==> src/rtl/imem_arbiter_pkg.sv <==
// rtl/imem_arbiter_pkg.sv - shared state encoding, requester IDs and helpers for imem_arbiter
package imem_arbiter_pkg;

  localparam logic [1:0] IDLE  = 2'd0;
  localparam logic [1:0] ISSUE = 2'd1;
  localparam logic [1:0] WAIT  = 2'd2;
  localparam logic [1:0] RESP  = 2'd3;

  typedef enum logic [1:0] {
    S_IDLE  = IDLE,
    S_ISSUE = ISSUE,
    S_WAIT  = WAIT,
    S_RESP  = RESP
  } state_t;

  localparam logic REQ_FETCH = 1'b0;
  localparam logic REQ_LOAD  = 1'b1;

  function automatic logic [31:0] sat_inc32(input logic [31:0] v);
    return (v == 32'hFFFF_FFFF) ? v : v + 32'd1;
  endfunction

endpackage

==> src/rtl/imem_lat_cnt.sv <==
// rtl/imem_lat_cnt.sv - loadable down-counter timing the memory read latency
module imem_lat_cnt #(
  parameter int W = 1
) (
  input  logic         clk,
  input  logic         rst,
  input  logic         load,
  input  logic [W-1:0] load_val,
  input  logic         dec,
  output logic         zero
);

  logic [W-1:0] cnt;

  always_ff @(posedge clk or negedge rst) begin
    if (!rst) begin
      cnt <= '0;
    end else if (load) begin
      cnt <= load_val;
    end else if (dec && cnt != '0) begin
      cnt <= cnt - W'(1);
    end
  end

  assign zero = (cnt == '0);

endmodule

==> src/rtl/imem_arbiter.sv <==
// rtl/imem_arbiter.sv - fetch/loader arbiter for the single-ported instruction memory
// Optional performance counters are enabled by defining IMEM_ARB_PERF_EN.
module imem_arbiter
  import imem_arbiter_pkg::*;
#(
  parameter int ADDR_W     = 16,
  parameter int DATA_W     = 32,
  parameter int MEM_LAT    = 2,
  parameter int STARVE_MAX = 4
) (
  input  logic              clk,
  input  logic              rst,
  input  logic              f_req_i,
  input  logic [ADDR_W-1:0] f_addr_i,
  input  logic              f_flush_i,
  output logic              f_stall_o,
  output logic              f_v_o,
  output logic [DATA_W-1:0] f_data_o,
  input  logic              l_req_i,
  input  logic              l_we_i,
  input  logic [ADDR_W-1:0] l_addr_i,
  input  logic [DATA_W-1:0] l_wdata_i,
  output logic              l_ack_o,
  output logic [DATA_W-1:0] l_rdata_o,
  output logic              mem_en_o,
  output logic              mem_we_o,
  output logic [ADDR_W-1:0] mem_addr_o,
  output logic [DATA_W-1:0] mem_wdata_o,
  input  logic [DATA_W-1:0] mem_rdata_i
`ifdef IMEM_ARB_PERF_EN
  ,
  output logic [31:0]       perf_fgrant_o,
  output logic [31:0]       perf_lgrant_o,
  output logic [31:0]       perf_stall_o
`endif
);

  localparam int CW = (MEM_LAT > 1) ? $clog2(MEM_LAT) : 1;
  localparam int SW = $clog2(STARVE_MAX + 1);

  state_t            state;
  logic              owner;
  logic              req_we;
  logic              kill;
  logic [SW-1:0]     starve;
  logic [DATA_W-1:0] f_data_q;
  logic [DATA_W-1:0] l_rdata_q;

  logic arb_pt, grant_f, grant_l, resp_f, resp_l, lat_zero, lat_dec;

  // Arbitration happens in IDLE and RESP so a new access can follow RESP directly.
  assign arb_pt  = (state == S_IDLE) || (state == S_RESP);
  assign grant_l = arb_pt && l_req_i && (!f_req_i || starve == SW'(STARVE_MAX));
  assign grant_f = arb_pt && f_req_i && !grant_l;
  assign resp_f  = (state == S_RESP) && (owner == REQ_FETCH);
  assign resp_l  = (state == S_RESP) && (owner == REQ_LOAD);
  assign lat_dec = (state == S_ISSUE) || (state == S_WAIT);

  assign f_v_o     = resp_f && !kill && !f_flush_i;
  assign f_data_o  = resp_f ? mem_rdata_i : f_data_q;
  assign f_stall_o = f_req_i && !f_v_o;
  assign l_rdata_o = (resp_l && !req_we) ? mem_rdata_i : l_rdata_q;

  imem_lat_cnt #(.W(CW)) u_lat_cnt (
    .clk      (clk),
    .rst      (rst),
    .load     (grant_f || grant_l),
    .load_val (CW'(MEM_LAT - 1)),
    .dec      (lat_dec),
    .zero     (lat_zero)
  );

  always_ff @(posedge clk or negedge rst) begin
    if (!rst) begin
      state       <= S_IDLE;
      owner       <= REQ_FETCH;
      req_we      <= 1'b0;
      kill        <= 1'b0;
      starve      <= '0;
      mem_en_o    <= 1'b0;
      mem_we_o    <= 1'b0;
      mem_addr_o  <= '0;
      mem_wdata_o <= '0;
      l_ack_o     <= 1'b0;
      f_data_q    <= '0;
      l_rdata_q   <= '0;
    end else begin
      mem_en_o <= 1'b0;
      mem_we_o <= 1'b0;
      l_ack_o  <= 1'b0;

      if (!l_req_i || grant_l) begin
        starve <= '0;
      end else if (grant_f && starve != SW'(STARVE_MAX)) begin
        starve <= starve + SW'(1);
      end

      case (state)
        S_IDLE, S_RESP: begin
          if (grant_l) begin
            state       <= S_ISSUE;
            owner       <= REQ_LOAD;
            req_we      <= l_we_i;
            mem_en_o    <= 1'b1;
            mem_we_o    <= l_we_i;
            mem_addr_o  <= l_addr_i;
            mem_wdata_o <= l_wdata_i;
          end else if (grant_f) begin
            state      <= S_ISSUE;
            owner      <= REQ_FETCH;
            req_we     <= 1'b0;
            mem_en_o   <= 1'b1;
            mem_addr_o <= f_addr_i;
          end else begin
            state <= S_IDLE;
          end
        end
        S_ISSUE, S_WAIT: begin
          if (lat_zero) begin
            state   <= S_RESP;
            l_ack_o <= (owner == REQ_LOAD);
          end else begin
            state <= S_WAIT;
          end
        end
        default: state <= S_IDLE;
      endcase

      // A killed fetch runs out its memory timing silently; the flag dies with RESP.
      if (state == S_RESP) begin
        kill <= 1'b0;
      end else if (state != S_IDLE && owner == REQ_FETCH && f_flush_i) begin
        kill <= 1'b1;
      end

      if (resp_f) begin
        f_data_q <= mem_rdata_i;
      end
      if (resp_l && !req_we) begin
        l_rdata_q <= mem_rdata_i;
      end
    end
  end

`ifdef IMEM_ARB_PERF_EN
  always_ff @(posedge clk or negedge rst) begin
    if (!rst) begin
      perf_fgrant_o <= '0;
      perf_lgrant_o <= '0;
      perf_stall_o  <= '0;
    end else begin
      if (grant_f)   perf_fgrant_o <= sat_inc32(perf_fgrant_o);
      if (grant_l)   perf_lgrant_o <= sat_inc32(perf_lgrant_o);
      if (f_stall_o) perf_stall_o  <= sat_inc32(perf_stall_o);
    end
  end
`endif

endmodule

==> config.mk <==
export PLATFORM = sky130hd
export DESIGN_NAME = imem_arbiter
export DESIGN_NICKNAME = d
export VERILOG_FILES = /design/src/rtl/imem_arbiter_pkg.sv /design/src/rtl/imem_lat_cnt.sv /design/src/rtl/imem_arbiter.sv
export SDC_FILE = /design/constraint.sdc
export NUM_CORES = 1
export LEC_CHECK = 0
export CORE_AREA = 8 8 138 140
export CTS_CLUSTER_DIAMETER = 150
export DETAILED_ROUTE_END_ITERATION = 12
export DIE_AREA = 0 0 146 148
export PLACE_DENSITY = 0.72
export RECOVER_POWER = 100
export SYNTH_ARGS = -nofsm -noshare
export SYNTH_HDL_FRONTEND = slang
export SYNTH_HIERARCHICAL = 1
export SYNTH_SLANG_ARGS = --single-unit
==> constraint.sdc <==
create_clock -name clk -period 1.9 [get_ports clk]
set_input_delay 0.38 -clock clk [delete_from_list [all_inputs] [get_ports clk]]
set_output_delay 0.38 -clock clk [all_outputs]
set_load 0.01 [all_outputs]
**Yosys cells after proc, flatten, opt, wreduce, memory -nomap -nowiden**

Index checks and enable logic that the tools add are counted.

- Register bits: 124
- Bits of input ports: 102
- Output and inout port bits: 117

- Bitwise gates (word level): 1
- Reductions and logical operators: 36
- Multiplexer cells: 24
- Add/sub/neg operators: 2
- Eq/ne operators: 5

Operators with widths:

| cell | count |
|---|---|
| 32-bit 2-to-1 mux | 2 |
| 16-bit 2-to-1 mux | 2 |
| 1-bit 2-to-1 mux | 17 |
| 1-bit logical AND | 14 |
| 2-bit nonzero test | 5 |
| 1-bit logical NOT | 7 |
| 3-bit 2-to-1 mux | 2 |
| 1-bit logical OR | 5 |
| 2-bit equality test, second input constant | 2 |
| 2-bit one-hot mux with 2 select lines | 1 |
| 2-bit AND reduction | 2 |
| 2-bit OR reduction | 2 |
| 3-bit by 1-bit adder with 3-bit output, second input constant | 1 |
| 3-bit equality test, second input constant | 1 |
| 3-bit != test, second input constant | 1 |
| 2-bit by 1-bit equality test with 1-bit output, second input constant | 1 |
| 2-bit logical NOT | 1 |
| 1-bit NOT | 1 |
| 1-bit subtractor, second input constant | 1 |

**Longest topological paths before layout**

- Word-level depth: 9
- Depth in mapped cells: 7

**Hierarchy**

The synthesis kept the hierarchy.

Modules (own cells, without submodules):

| module | sequential area each (µm²) | instances | area each (µm²) | cells an instance |
|---|---|---|---|---|
| imem_arbiter | 3,078.0 | 1 | 5,053.6 | 412 |
| imem_lat_cnt | 25.0 | 1 | 45.0 | 4 |

**Worst setup path after synthesis**

Ideal clock, no wire load.

- Path type: reg2out
- Start point: reg state[0]
- End point: out l_rdata_o[10]
- Required time: 1.520 ns
- Stages on the path, launching flop included: 5
- Slack: 0.171 ns
- Arrival: 1.349 ns
- Cells stage by stage: dfrtp_1 -> ha_1 -> nand3b_1 -> buf_2 -> mux2_2

- Cells in the longest elaborated chain, start to end: 4

Ends and longest elaborated chain:

| item | RTL line | RTL |
|---|---|---|
| start, declared | imem_arbiter.sv:41 | `state_t state;` |
| start signal, assigned | imem_arbiter.sv:75 | `state <= S_IDLE;` |
| start signal, assigned | imem_arbiter.sv:101 | `state <= S_ISSUE;` |
| start signal, assigned | imem_arbiter.sv:109 | `state <= S_ISSUE;` |
| 2-bit equality test | imem_arbiter.sv:56 | `assign resp_l = (state == S_RESP) && (owner == REQ_LOAD);` |
| 1-bit logical AND | imem_arbiter.sv:56 |  |
| 1-bit logical AND | imem_arbiter.sv:62 | `assign l_rdata_o = (resp_l && !req_we) ? mem_rdata_i : l_rdata_q;` |
| 32-bit 2-to-1 mux | - |  |
| end, declared | imem_arbiter.sv:24 | `output logic [DATA_W-1:0] l_rdata_o,` |

No other way between the ends.

**Final worst setup path**

- Start point: reg state[0]
- End point: out f_data_o[11]

- Cells in the longest elaborated chain, start to end: 3

Ends and longest elaborated chain:

| item | RTL line | RTL |
|---|---|---|
| 2-bit equality test | imem_arbiter.sv:55 | `assign resp_f = (state == S_RESP) && (owner == REQ_FETCH);` |
| 1-bit logical AND | imem_arbiter.sv:55 |  |
| 32-bit 2-to-1 mux | - |  |
| end, declared | imem_arbiter.sv:18 | `output logic [DATA_W-1:0] f_data_o,` |

No other way between the ends.

==> impl_metrics.tcl <==
set metrics [dict create \
    status "complete, but fails checks" \
    m1WireLength_um 6950 \
    synth_edf_count 0 \
    place_inst 878 \
    syn_to_final_growth_pct 80.4 \
    clockBufferDepth 2 \
    syn_area_sq_um 5100 \
    max_cap_violations 0 \
    synth_top_area_frac 0.609 \
    hp-class "register to register" \
    clk_latency_ns 0.41 \
    place_ws_ns -0.401 \
    first_iter_violations 136 \
    dr.pass1.iters 7 \
    p_sw_mw 6.08 \
    power_leakage_nw 4.31 \
    post-route-util 0.543 \
    hold_viol_final 0 \
    synthCells 416 \
    wl_met2_um 9590 \
    start_kind "register" \
    ant_nets 0 \
    coreArea_sq_um 16900 \
    die_x_um 146 \
    path_buf_inv 4 \
    wl_per_cell_um 19.2 \
    ys_types 35 \
    crit_required_ns 1.52 \
    first_global_vias 4811 \
    setup_slack_ns -0.422 \
    avgViaCountPerCell 4.56 \
    dp_hpwl_um 12100 \
    rsz0062_at_grt "true" \
    max_slew_margin 0.299 \
    critical_path.max_fanout 7 \
    skew_ns 0.00522 \
    ys_top_cells_by_count "133 x nand2_1, 124 x dfrtp_1, 33 x mux2_2" \
    grt_start_max_net_pins 51 \
    vdd_drop_max_v 0.000781 \
    initial_core_util 0.301 \
    globalplace.congestion 0.774 \
    worstSetupPathType "register to primary output" \
    postPlaceCellArea_sq_um 7840 \
    ys_seq_elements 124 \
    finalMaxSlewViolations 0 \
    htreeDepth 4 \
    numCtsBuffers 17 \
    portBuffers 218 \
    antenna_cells 0 \
    tightestPinTransition_ns 1.05 \
    endpoint_kind "primary output" \
    grt.overflow.total 0 \
    drc 0 \
    ys_seq_area_frac 0.609 \
    drive_above_1_share 0.414 \
    fp.dieH_um 148 \
    drt-total-wl_um 18000 \
    path_cells "ha_2, buf_4, nor2b_4, buf_6, bufbuf_16, nand2_2, nand2_2, buf_6" \
    stdcell_area_sq_um 9200 \
    cts_tree "done" \
    fp-row-count 48 \
    critical-path-max-stage-delay_ns 0.39 \
    swShare 0.331 \
    synth_area_leaders "dfrtp_1 61%, nand2_1 9.8%, mux2_4 9.1%" \
    grt_use_total 0.166 \
    root_buffer "clkbuf_16" \
    dr_wl_met3_um 936 \
    yosysMostFrequentCell "nand2_1" \
    die_area_sq_um 21600 \
    grt_pass1_wl_um 27900 \
    failed_checks "setup timing" \
    power.share.sequential 0.247 \
    antenna_found_initial 0 \
    power_density_nw_per_um2 2000 \
    cellInternalPower_mw 12.3 \
    fin_nets 808 \
    power.share.clock 0.195 \
    syn_nets 522 \
    synthFlopType "dfrtp_1" \
    crit_family "buffers and inverters" \
    worstPathArrival_ns 1.94 \
    fin_crit_sh 1.22 \
    dr_total_vias 4289 \
    async_reset_ff_frac 1.00 \
    fin_crit_ns 2.32 \
    combPwrFrac 0.557 \
    ys_warn_count 6 \
    boundaryPins 219 \
    avgSynthCellArea_sq_um 12.3 \
    top_layer_used "met4" \
    cpMaxStageDelayCell "dfrtp_1" \
    final_cells 940 \
    clk_pin_slew_worst_paths_ns 0.06 \
    synth_top_area_cell "dfrtp_1" \
    max_freq_mhz 431 \
    finalSetupViolations 84 \
    cts.sink_count 124 \
]
[cell usage in the layout, fill, tap and decap left out, drive strengths merged, types with 6 or more instances in the layout]
master / instances
buf: 136
clkbuf: 22
clkdlybuf4s50: 151
clkinv: 8
dfrtp: 124
inv: 6
mux2: 64
nand2: 133
nand4b: 16
o211ai: 16
[tightest hold or removal path, delay by kind of cell (launching register included)]
kind	cells	cell delay [ns]
and+or+nand+nor	2	0.11
DFF	1	0.32
[through the flow]
step                hold slack (ns)  power (mW)  TNS [ns]
finish                        0.465        18.4    -23.21
global placement              0.268        12.8    -21.34
CTS                           0.388        18.1    -23.99
global route                  0.508        19.3    -30.95
floorplan                    0.0844        8.18         0
detailed placement            0.276        13.0    -24.30
[state kept, by name (all words and copies together) (netlist names), 2 cells and up]
name         cells
mem_wdata_o     32
starve           3
mem_addr_o      16
state            2
l_rdata_q       32
f_data_q        32
[logic make-up after synthesis]
group | Yosys count | share of synthesized area
and+or+nand+nor | 165 | 0.146
DFF | 124 | 0.609
other | 1 | 0.000735
muxes | 64 | 0.164
AOI/OAI and AO/OA | 25 | 0.0380
adders and majority gates | 4 | 0.00982
buffers and inverters | 33 | 0.0329
[per-layer routing]
metal	global-route usage	vias to the layer above
met5	0	-
met4	0.0742	0
met3	0.0462	29
met2	0.296	140
met1	0.182	2139
li1	-	1981
[final cells by class]
class	instances	area (sq um)
clock buffer	18	439
clock inverter	14	219
fill	1407	7740
inverter	7	26.3
multi-input combinational	259	2110
sequential	124	3100
tap	225	282
timing repair buffer	293	3020
[worst paths after layout]
kind                              from         endpoint  slack [ns]  cells past startpoint
setup / recovery              state[0]     f_data_o[11]       -0.42                      8
hold / removal             f_data_q[6]      f_data_q[6]        0.47                      2
setup reg to reg              state[1]    u_lat_cnt/cnt       -0.12                      8
hold reg to reg            f_data_q[6]      f_data_q[6]        0.47                      2
max in group asynchronous          rst     l_rdata_q[0]        0.21                      3
min in group asynchronous          rst  mem_wdata_o[18]        0.69                      2
[power groups by stage]
| stage | Clock, mW | Combinational [mW] | Sequential (mW) |
|---|---|---|---|
| 2_1_floorplan | 0 | 3.50 | 4.68 |
| 3_3_place_gp | 0 | 8.29 | 4.46 |
| 3_5_place_dp | 0 | 8.51 | 4.53 |
| 4_1_cts | 3.67 | 9.93 | 4.54 |
| 5_1_grt | 3.79 | 10.9 | 4.67 |
| 6_report | 3.59 | 10.2 | 4.54 |
[what timing repair did]
item / in CTS / in global routing
setup buffers: 18 / 6
pin swaps: 2 / 5
hold endpoints to repair: 15 / 0
resized for setup: 399 / 37
hold buffers: 1 / 0
setup endpoints to repair: 66 / 66
gates cloned: 8 / 0
Power figures use the tool's default switching activity.
==> patch (same flow settings) <==
`DATA_W`: 32 -> 28.
--- a/src/rtl/imem_arbiter.sv
+++ b/src/rtl/imem_arbiter.sv
@@ -4,7 +4,7 @@
   import imem_arbiter_pkg::*;
 #(
   parameter int ADDR_W     = 16,
-  parameter int DATA_W     = 32,
+  parameter int DATA_W     = 28,
   parameter int MEM_LAT    = 2,
   parameter int STARVE_MAX = 4
 ) (
Ports: changed (5 resized); port bits go from 219 to 199. No check against the original RTL was run, so the function may have changed too.
==> patch against the original RTL <==
  * The flow still finishes with violations (setup timing)
  * Cell area is 13% lower
  * Global-route usage is 3.1 points lower
  * Sequential cell count decreased by 12
  * Worst setup slack gained 100 ps
  * Synthesized area down 11%
  * Routed wire length shrank 18%
  * Total power down 18%
  * Worst hold slack gained 37 ps
  * Sequential power decreased by 9.7%
  * Critical path depth decreased by 2
  * Largest power group unchanged
  * Highest routed layer unchanged
==> patch: results (changes against the original RTL) <==
| Metric | Value |
|---|---|
| Result of the run | `complete, but fails checks` |
| Violated checks | `setup timing` |
| Number of DRC violations after detailed-routing iteration 0 | `88 (-35%)` |
| Placer's final routability congestion estimate | `0.7661 (-1.0%)` |
| CP max stage delay | `360 ps (-30 ps)` |
| Number of buffers inserted during clock tree synthesis | `9 (-8)` |
| Data arrival time of the critical path | `1840 ps (-100 ps)` |
| Post-DP Area | `6938 µm² (-11%)` |
| Number of failing setup endpoints in the final timing report | `85 (+1.2%)` |
| Detailed-route via count | `3,552 (-17%)` |
| Input/output buffers | `198 (-9.2%)` |
| Post-Syn Nets | `419 (-20%)` |
| Number of cells on the worst hold path | `1 (-1)` |
| Logic depth of the worst register-to-register path | `7 (-1)` |
| Worst path setup slack after routing | `-318.3 ps (+103.6 ps)` |
| CTS H-tree lvls | `3 (-1)` |
| Worst Hold Slack | `502.2 ps (+36.70 ps)` |
| Combined global-route utilization of all metal layers | `13.52% (-3.1 points)` |
| Avg WL per Cell | `18.51 µm (-3.5%)` |
| Final layout net count | `668 (-17%)` |
| HPWL Detailed | `9805 µm (-19%)` |
| Hold path endpoint | `f_data_q[17]` |
| Total leakage power | `3.609 nW (-16%)` |
| Compound-gate portion of the synthesized area | `4.259% (+0.46 points)` |
| Multiplexer fraction of the synthesized cell area | `21.68% (+5.3 points)` |
| Fraction of the mapped netlist area in adder cells | `1.099% (+0.12 points)` |
| Placed instance count | `744 (-15%)` |
==> patch: cell count changes in the layout (fill, tap and decap cells not counted), sizes merged, moves of 2 or more <==
cell	before	now
buf	136	115
bufinv	5	1
clkbuf	22	13
clkdlybuf4s50	151	139
clkinv	8	3
clkinvlp	2	0
dfrtp	124	112
inv	6	9
mux2	64	84
nand2	133	37
==> patch: stage by stage <==
step	setup TNS [ps]	utilization [%]	setup WS [ps]	total power, mW
finish	-16810	47.07	-318.3	15.05
global route	-27190	47.07	-404.2	15.94
CTS	-19400	46.79	-357.4	14.87
detailed placement	-20330	40.96	-323.5	11.10
global placement	-17740	40.96	-299.8	10.90
floorplan	0	-	66.16	7.314
==> patch: metal layers <==
metal	routed length, µm	up-vias	track usage [%]
li1	-	1617	-
met2	7291	143	22.88
met4	264	0	4.276
met5	0	-	0
met3	986	20	5.105
met1	6266	1772	15.57
==> patch: area by class of cell <==
cell class / count / area (µm²)
clock buffers: 10 / 229.0
clock inverters: 6 / 66.31
fillers: 1468 / 8964
inverters: 7 / 26.28
multi-input cells: 182 / 1858
flip-flops and latches: 112 / 2803
well taps: 225 / 281.5
repair buffers: 258 / 2709
==> patch: worst max-delay path: cells and delay by family, from the launching register on <==
family	cells	cell delay (ps)
buffers and inverters	3	430
DFF	1	360
muxes	1	310
and+or+nand+nor	1	200
adders and majority gates	1	190
==> patch: power breakdown <==
| part | switching, mW | total (mW) | leakage (nW) | internal, mW |
|---|---|---|---|---|
| logic | 3.49 | 9.05 | 2.13 | 5.56 |
| clock network | 0.873 | 1.91 | 0.147 | 1.03 |
| registers | 0.501 | 4.10 | 1.33 | 3.59 |
